## src/rtl/ifetch_pkg.sv

```systemverilog
// Shared types and defaults for the instruction fetch unit.
package ifetch_pkg;

    localparam int INSTR_W_DEF = 16;
    localparam int ADDR_W_DEF  = 16;

    // FETCH issues requests; DRAIN swallows responses that belong to a
    // fetch stream abandoned by a redirect.
    typedef enum logic {
        FETCH = 1'b0,
        DRAIN = 1'b1
    } ifetch_state_e;

    // Buffer entry at default widths: address in the upper half,
    // instruction word in the lower half.
    typedef struct packed {
        logic [ADDR_W_DEF-1:0]  pc;
        logic [INSTR_W_DEF-1:0] instr;
    } ifetch_entry_t;

endpackage

```

## src/rtl/ifetch_fifo.sv

```systemverilog
// Synchronous FIFO used for both the tag queue and the instruction buffer.
// DEPTH must be a power of two so the pointers wrap on natural overflow.
// A push on a full FIFO is accepted only when a pop happens in the same cycle.
module ifetch_fifo #(
    parameter int WIDTH = 8,
    parameter int DEPTH = 2,
    localparam int PW   = $clog2(DEPTH),
    localparam int CW   = $clog2(DEPTH) + 1
) (
    input  logic             clk_pi,
    input  logic             reset_n_pi,
    input  logic             clr_pi,
    input  logic             push_pi,
    input  logic [WIDTH-1:0] wdata_pi,
    input  logic             pop_pi,
    output logic [WIDTH-1:0] rdata_po,
    output logic [CW-1:0]    count_po
);

    logic [WIDTH-1:0] mem_q [DEPTH];
    logic [PW-1:0]    wr_ptr_q;
    logic [PW-1:0]    rd_ptr_q;
    logic [CW-1:0]    count_q;
    logic             do_push;
    logic             do_pop;

    assign do_pop   = pop_pi && (count_q != '0);
    assign do_push  = push_pi && ((count_q != CW'(DEPTH)) || do_pop);
    assign rdata_po = mem_q[rd_ptr_q];
    assign count_po = count_q;

    // Storage, pointers and occupancy; clear drops contents without touching storage.
    always_ff @(posedge clk_pi) begin
        if (!reset_n_pi) begin
            wr_ptr_q <= '0;
            rd_ptr_q <= '0;
            count_q  <= '0;
            for (int i = 0; i < DEPTH; i++) begin
                mem_q[i] <= '0;
            end
        end else if (clr_pi) begin
            wr_ptr_q <= '0;
            rd_ptr_q <= '0;
            count_q  <= '0;
        end else begin
            if (do_push) begin
                mem_q[wr_ptr_q] <= wdata_pi;
                wr_ptr_q        <= wr_ptr_q + 1'b1;
            end
            if (do_pop) begin
                rd_ptr_q <= rd_ptr_q + 1'b1;
            end
            count_q <= count_q + CW'(do_push) - CW'(do_pop);
        end
    end

endmodule

```

## src/rtl/instr_fetch.sv

```systemverilog
// Instruction fetch unit: issues credit-limited reads, tags each grant with
// its PC, buffers in-order responses and presents them to decode.
// Optional macro IFETCH_BYPASS_EN: a response arriving while the buffer is
// empty is offered to decode in the same cycle.
// Decode handshake: an instruction transfers on a cycle where instr_valid_po
// and instr_ready_pi are both 1; while valid is 1 and ready is 0 the offered
// instruction and its PC hold steady. Memory side: a request transfers when
// imem_req_po and imem_gnt_pi are both 1; responses come back in order.
// DEPTH must be a power of two between 2 and 8.
module instr_fetch
    import ifetch_pkg::*;
#(
    parameter int DEPTH   = 2,
    parameter int INSTR_W = INSTR_W_DEF,
    parameter int ADDR_W  = ADDR_W_DEF
) (
    input  logic               clk_pi,
    input  logic               reset_n_pi,
    input  logic [ADDR_W-1:0]  pc_pi,
    output logic               pc_en_po,
    input  logic               flush_pi,
    output logic               imem_req_po,
    output logic [ADDR_W-1:0]  imem_addr_po,
    input  logic               imem_gnt_pi,
    input  logic               imem_rvalid_pi,
    input  logic [INSTR_W-1:0] imem_rdata_pi,
    output logic               instr_valid_po,
    input  logic               instr_ready_pi,
    output logic [INSTR_W-1:0] instr_po,
    output logic [ADDR_W-1:0]  instr_pc_po,
    output logic               dbg_state_po
);

    localparam int CW = $clog2(DEPTH) + 1;
    localparam int EW = ADDR_W + INSTR_W;

    ifetch_state_e   state_q, state_d;
    logic [CW-1:0]   out_q, out_d;
    logic [CW-1:0]   disc_q, disc_d;
    logic [CW-1:0]   out_left;
    logic [CW-1:0]   buf_count;
    logic [CW-1:0]   tag_count;
    logic [ADDR_W-1:0] tag_head;
    logic [EW-1:0]   buf_head;
    logic            fetch_st;
    logic            grant;
    logic            rv_acc;
    logic            rv_disc;
    logic            buf_empty;
    logic            byp_valid;
    logic            buf_push;
    logic            buf_pop;

    assign fetch_st  = (state_q == FETCH);
    assign buf_empty = (buf_count == '0);

    // Credit rule: buffered entries plus requests in flight never exceed DEPTH.
    assign imem_req_po  = reset_n_pi && fetch_st && !flush_pi &&
                          (({1'b0, buf_count} + {1'b0, out_q}) < (CW+1)'(DEPTH));
    assign imem_addr_po = pc_pi;
    assign grant        = imem_req_po && imem_gnt_pi;
    assign pc_en_po     = reset_n_pi && (grant || flush_pi);

    // A response is consumed in FETCH only when something is outstanding;
    // in DRAIN it retires one stale request.
    assign rv_acc  = fetch_st && imem_rvalid_pi && (out_q != '0);
    assign rv_disc = !fetch_st && imem_rvalid_pi && (disc_q != '0);

`ifdef IFETCH_BYPASS_EN
    assign byp_valid = rv_acc && !flush_pi && buf_empty;
`else
    assign byp_valid = 1'b0;
`endif

    assign instr_valid_po = reset_n_pi && (!buf_empty || byp_valid);
    assign instr_po       = byp_valid ? imem_rdata_pi : buf_head[INSTR_W-1:0];
    assign instr_pc_po    = byp_valid ? tag_head : buf_head[EW-1:INSTR_W];

    // A bypassed word accepted by decode never enters the buffer.
    assign buf_push = rv_acc && !flush_pi && !(byp_valid && instr_ready_pi);
    assign buf_pop  = instr_valid_po && instr_ready_pi && !buf_empty;
    assign out_left = out_q - CW'(rv_acc);

    ifetch_fifo #(.WIDTH(ADDR_W), .DEPTH(DEPTH)) u_tag_q (
        .clk_pi     (clk_pi),
        .reset_n_pi (reset_n_pi),
        .clr_pi     (flush_pi),
        .push_pi    (grant),
        .wdata_pi   (pc_pi),
        .pop_pi     (rv_acc),
        .rdata_po   (tag_head),
        .count_po   (tag_count)
    );

    ifetch_fifo #(.WIDTH(EW), .DEPTH(DEPTH)) u_buf_q (
        .clk_pi     (clk_pi),
        .reset_n_pi (reset_n_pi),
        .clr_pi     (flush_pi),
        .push_pi    (buf_push),
        .wdata_pi   ({tag_head, imem_rdata_pi}),
        .pop_pi     (buf_pop),
        .rdata_po   (buf_head),
        .count_po   (buf_count)
    );

    // Next state: track requests in flight, hand them to the discard count on redirect.
    always_comb begin
        state_d = state_q;
        out_d   = out_q;
        disc_d  = disc_q;
        case (state_q)
            FETCH: begin
                if (flush_pi) begin
                    out_d  = '0;
                    disc_d = out_left;
                    if (out_left != '0) begin
                        state_d = DRAIN;
                    end
                end else begin
                    out_d = out_q + CW'(grant) - CW'(rv_acc);
                end
            end
            DRAIN: begin
                disc_d = disc_q - CW'(rv_disc);
                if ((disc_q - CW'(rv_disc)) == '0) begin
                    state_d = FETCH;
                end
            end
            default: state_d = FETCH;
        endcase
    end

    // State and counter registers.
    always_ff @(posedge clk_pi) begin
        if (!reset_n_pi) begin
            state_q <= FETCH;
            out_q   <= '0;
            disc_q  <= '0;
        end else begin
            state_q <= state_d;
            out_q   <= out_d;
            disc_q  <= disc_d;
        end
    end

    assign dbg_state_po = (state_q == DRAIN);

    a_no_stray_rvalid : assert property (@(posedge clk_pi) disable iff (!reset_n_pi)
        !(imem_rvalid_pi && fetch_st && (out_q == '0)));
    a_tags_match : assert property (@(posedge clk_pi) disable iff (!reset_n_pi)
        tag_count == out_q);

endmodule

```

## config.mk

```make
export PLATFORM = sky130hd
export DESIGN_NAME = instr_fetch
export DESIGN_NICKNAME = d
export VERILOG_FILES = /design/src/rtl/ifetch_pkg.sv /design/src/rtl/ifetch_fifo.sv /design/src/rtl/instr_fetch.sv
export SDC_FILE = /design/constraint.sdc
export NUM_CORES = 1
export LEC_CHECK = 0
export BUFFER_PORTS_ARGS = -buffer_cell sky130_fd_sc_hd__buf_2
export CAP_MARGIN = 20
export CORE_AREA = 3 3 137 126
export CTS_CLUSTER_SIZE = 10
export DETAILED_ROUTE_END_ITERATION = 12
export DIE_AREA = 0 0 140 129
export GPL_ROUTABILITY_DRIVEN = 1
export PLACE_DENSITY_LB_ADDON = 0.1
export SYNTH_ARGS = -nofsm -noshare
export SYNTH_HDL_FRONTEND = slang
export SYNTH_SLANG_ARGS = --single-unit
```

## constraint.sdc

```tcl
create_clock -name clk_pi -period 5.3 [get_ports clk_pi]
set_input_delay 0.53 -clock clk_pi [delete_from_list [all_inputs] [get_ports clk_pi]]
set_output_delay 0.53 -clock clk_pi [all_outputs]
set_load 0.02 [all_outputs]
```

==> out/qor.csv <==
metric;value;unit
io_buffers;89;
wirelength;10200;um
yosysWarnings;0;
first_iter_violations;99;
die_x;140;um
rsz0062_at_grt;no;
clockPowerShare;0.394;
synth_fa_ha_area_frac;0.0237;
worstHoldPathType;input pin to flip-flop;
finalCritPeriodShare;0.581;
grt_pass1_wl;16100;um
switching_share;0.223;
grt_pass1_vias;2913;
skew;6.25;ps
combPwrFrac;0.072;
hold_ws;459;ps
design_area;5940;um2
cts.reportedPaths.clkPinSlew;70;ps
placed_area;5620;um2
max_freq;0.325;GHz
grt_overflow;0;
crit_path_max_fanout;18;
htreeDepth;3;
worst_ep_arrival_time;3070;ps
antenna_found_initial;0;
area_growth;17.1;%
synth_compound_area_frac;0.0227;
initial_utilization;0.318;
clk_path_buf_depth;2;
syn_area_per_cell;13.4;um2
yosys.area_share.simple;0.158;
status;finished, final reports clean;
relSlewSlack;0.358;
n_antenna_cell;0;
whs_path_depth;2;
power.total;1.86;mW
cts_tree;yes;
ff2ff_path_depth;8;
drive_above_1_share;0.347;
drc;0;
synth_seq_cells;111;
power.density;313;nW/um2
core_area;16000;um2
required;5290;ps
finalHoldViolCount;0;
netlist_instances;380;
setup_viol;0;
slew_viol_final;0;
nets;497;
postRouteAntennaNets;0;
avgRoutedWirePerCell;15.4;um
cts.repair.resized;0;
worstMarginPinSlew;962;ps
fin_crit;3080;ps
critPathCaptureType;flip-flop;
ir_drop;159;uV
cts_inserted_buffers;9;
p_sw;0.416;mW
seq_area_frac_synth;0.627;
clk-insertion-delay-late;360;ps
postCtsSetupBuffers;0;
vias;2876;
syn_area;5070;um2
power_frac_seq;0.534;
die_h;129;um
grt_max_degree;33;
syn_nets;427;
final.setup.worst_slack;2220;ps
p_leak;2.35;nW
synth_cell_types;45;
yosys.area_share.xor_xnor;0.0155;
crit_type;flip-flop to flip-flop;
via_per_inst;4.34;
internal_power;1.45;mW
fp.dieArea;18100;um2
place_congestion;0.682;
cts-root-buf;clkbuf_16;
tns;0;ps
grtUsageTotal;0.119;
boundaryPins;90;
crit_path_start_kind;flip-flop;
dp_hpwl;6920;um
num_rows;44;
synth.mux.area_fraction;0.105;
clock-sinks;111;
cts_hold_buf;0;
drv_cap;0;
synth_top_family_by_area;simple AND/OR/NAND/NOR gates;
dr.pass1.iters;4;
pre_cts_ws;2180;ps
-- power groups by stage --
stage / clock [mW] / sequential, mW / combinational [mW]
after floorplan: 0 / 1.01 / 0.0893
after global placement: 0 / 1.01 / 0.134
after detailed placement: 0 / 1.02 / 0.137
after CTS: 0.759 / 0.995 / 0.138
after global routing: 0.792 / 0.999 / 0.149
final: 0.735 / 0.995 / 0.134
-- critical path: stages (launching register included) --
cell and delay (ps):
dfxtp_1 390, inv_1 90, nor2_1 130, fa_1 450, nor2_1 90, and4b_1 280
inv_2 70, nor3b_4 500, nand2b_1 690
-- state kept, by name, summed over array words and instances, names as in the netlist, named ones only --
signal / flops
dbg_state_po: 1
out_q: 2
u_tag_q.count_po: 2
u_tag_q.rd_ptr_q: 1
u_tag_q.wr_ptr_q: 1
u_buf_q.rd_ptr_q: 1
u_tag_q.mem_q: 32
u_buf_q.count_po: 2
u_buf_q.wr_ptr_q: 1
u_buf_q.mem_q: 64
disc_q: 2
-- per-layer routing --
layer  global-route usage  wire, um  up-vias
met5                    0         0        -
met4               0.0581       208        0
met3               0.0238       442       11
met2                0.182      4490       76
met1                0.162      5060     1347
li1                     -         -     1442
-- cell usage after synthesis (all sizes together) --
cell type / number / area [um2]
mux2: 33 / 372
ha: 8 / 100
or3: 1 / 6.26
a311oi: 2 / 35.0
xor2: 2 / 17.5
and3: 2 / 13.8
nand3b: 1 / 7.51
a21oi: 1 / 5.00
nor2: 52 / 195
and2b: 1 / 7.51
xnor2: 7 / 61.3
fa: 1 / 20.0
a31oi: 2 / 12.5
o21bai: 1 / 7.51
mux2i: 16 / 160
inv: 10 / 37.5
o21ai: 4 / 23.8
o211a: 1 / 10.0
a22oi: 1 / 7.51
and4b: 1 / 10.0
nor3: 1 / 5.00
o211ai: 1 / 7.51
nand2: 10 / 40.0
nand3: 1 / 5.00
or2: 1 / 8.76
buf: 26 / 180
edfxtp: 96 / 2880
nor4: 1 / 6.26
clkbuf: 7 / 28.8
and2: 67 / 430
nand2b: 3 / 18.8
nor3b: 2 / 37.5
o22ai: 1 / 6.26
or2b: 1 / 7.51
dfxtp: 15 / 300
-- kinds of logic after synthesis --
group	count (synthesis)
simple gates	145
flops	111
mux	49
buf+inv	43
compound gates	14
xor+xnor	9
fa+ha+maj	9
-- final cells by class --
class	instances	area (um2)
clock inverter	7	95.1
clock buffer	9	225
multi-input combinational	226	1660
timing repair buffer	92	488
inverter	10	37.5
tap	207	259
sequential	111	3180
fill	1573	10000
-- placed cells by master (no fill, tap or decap), drive strengths merged, types with 2 or more instances in the layout --
| cell type | count |
|---|---|
| nor2 | 52 |
| xnor2 | 7 |
| a31oi | 2 |
| clkinv | 3 |
| a311oi | 2 |
| and2 | 67 |
| mux2 | 33 |
| o21ai | 4 |
| nand2 | 10 |
| ha | 8 |
| buf | 92 |
| and3 | 2 |
| nor3b | 2 |
| nand2b | 3 |
| mux2i | 16 |
| inv | 12 |
| dfxtp | 15 |
| clkbuf | 9 |
| edfxtp | 96 |
| bufinv | 2 |
| xor2 | 2 |
-- worst paths after layout --
path	from	endpoint	slack (ps)
worst max-delay path	out_q[0]	u_tag_q.mem_q[0][0]	2220
worst min-delay path	imem_rdata_pi[12]	u_buf_q.mem_q[1][12]	460
worst max register to register	out_q[0]	u_tag_q.mem_q[0][0]	2220
worst min register to register	u_tag_q.wr_ptr_q	u_tag_q.wr_ptr_q	510
-- metrics by stage --
| step | utilization | std cells |
|---|---|---|
| floorplan | - | 380 |
| global placement | 0.351 | 645 |
| detailed placement | 0.352 | 646 |
| CTS | 0.372 | 662 |
| global route | 0.372 | 662 |
| finish | 0.372 | 662 |
Note: power is estimated with default switching activity, not from simulation.
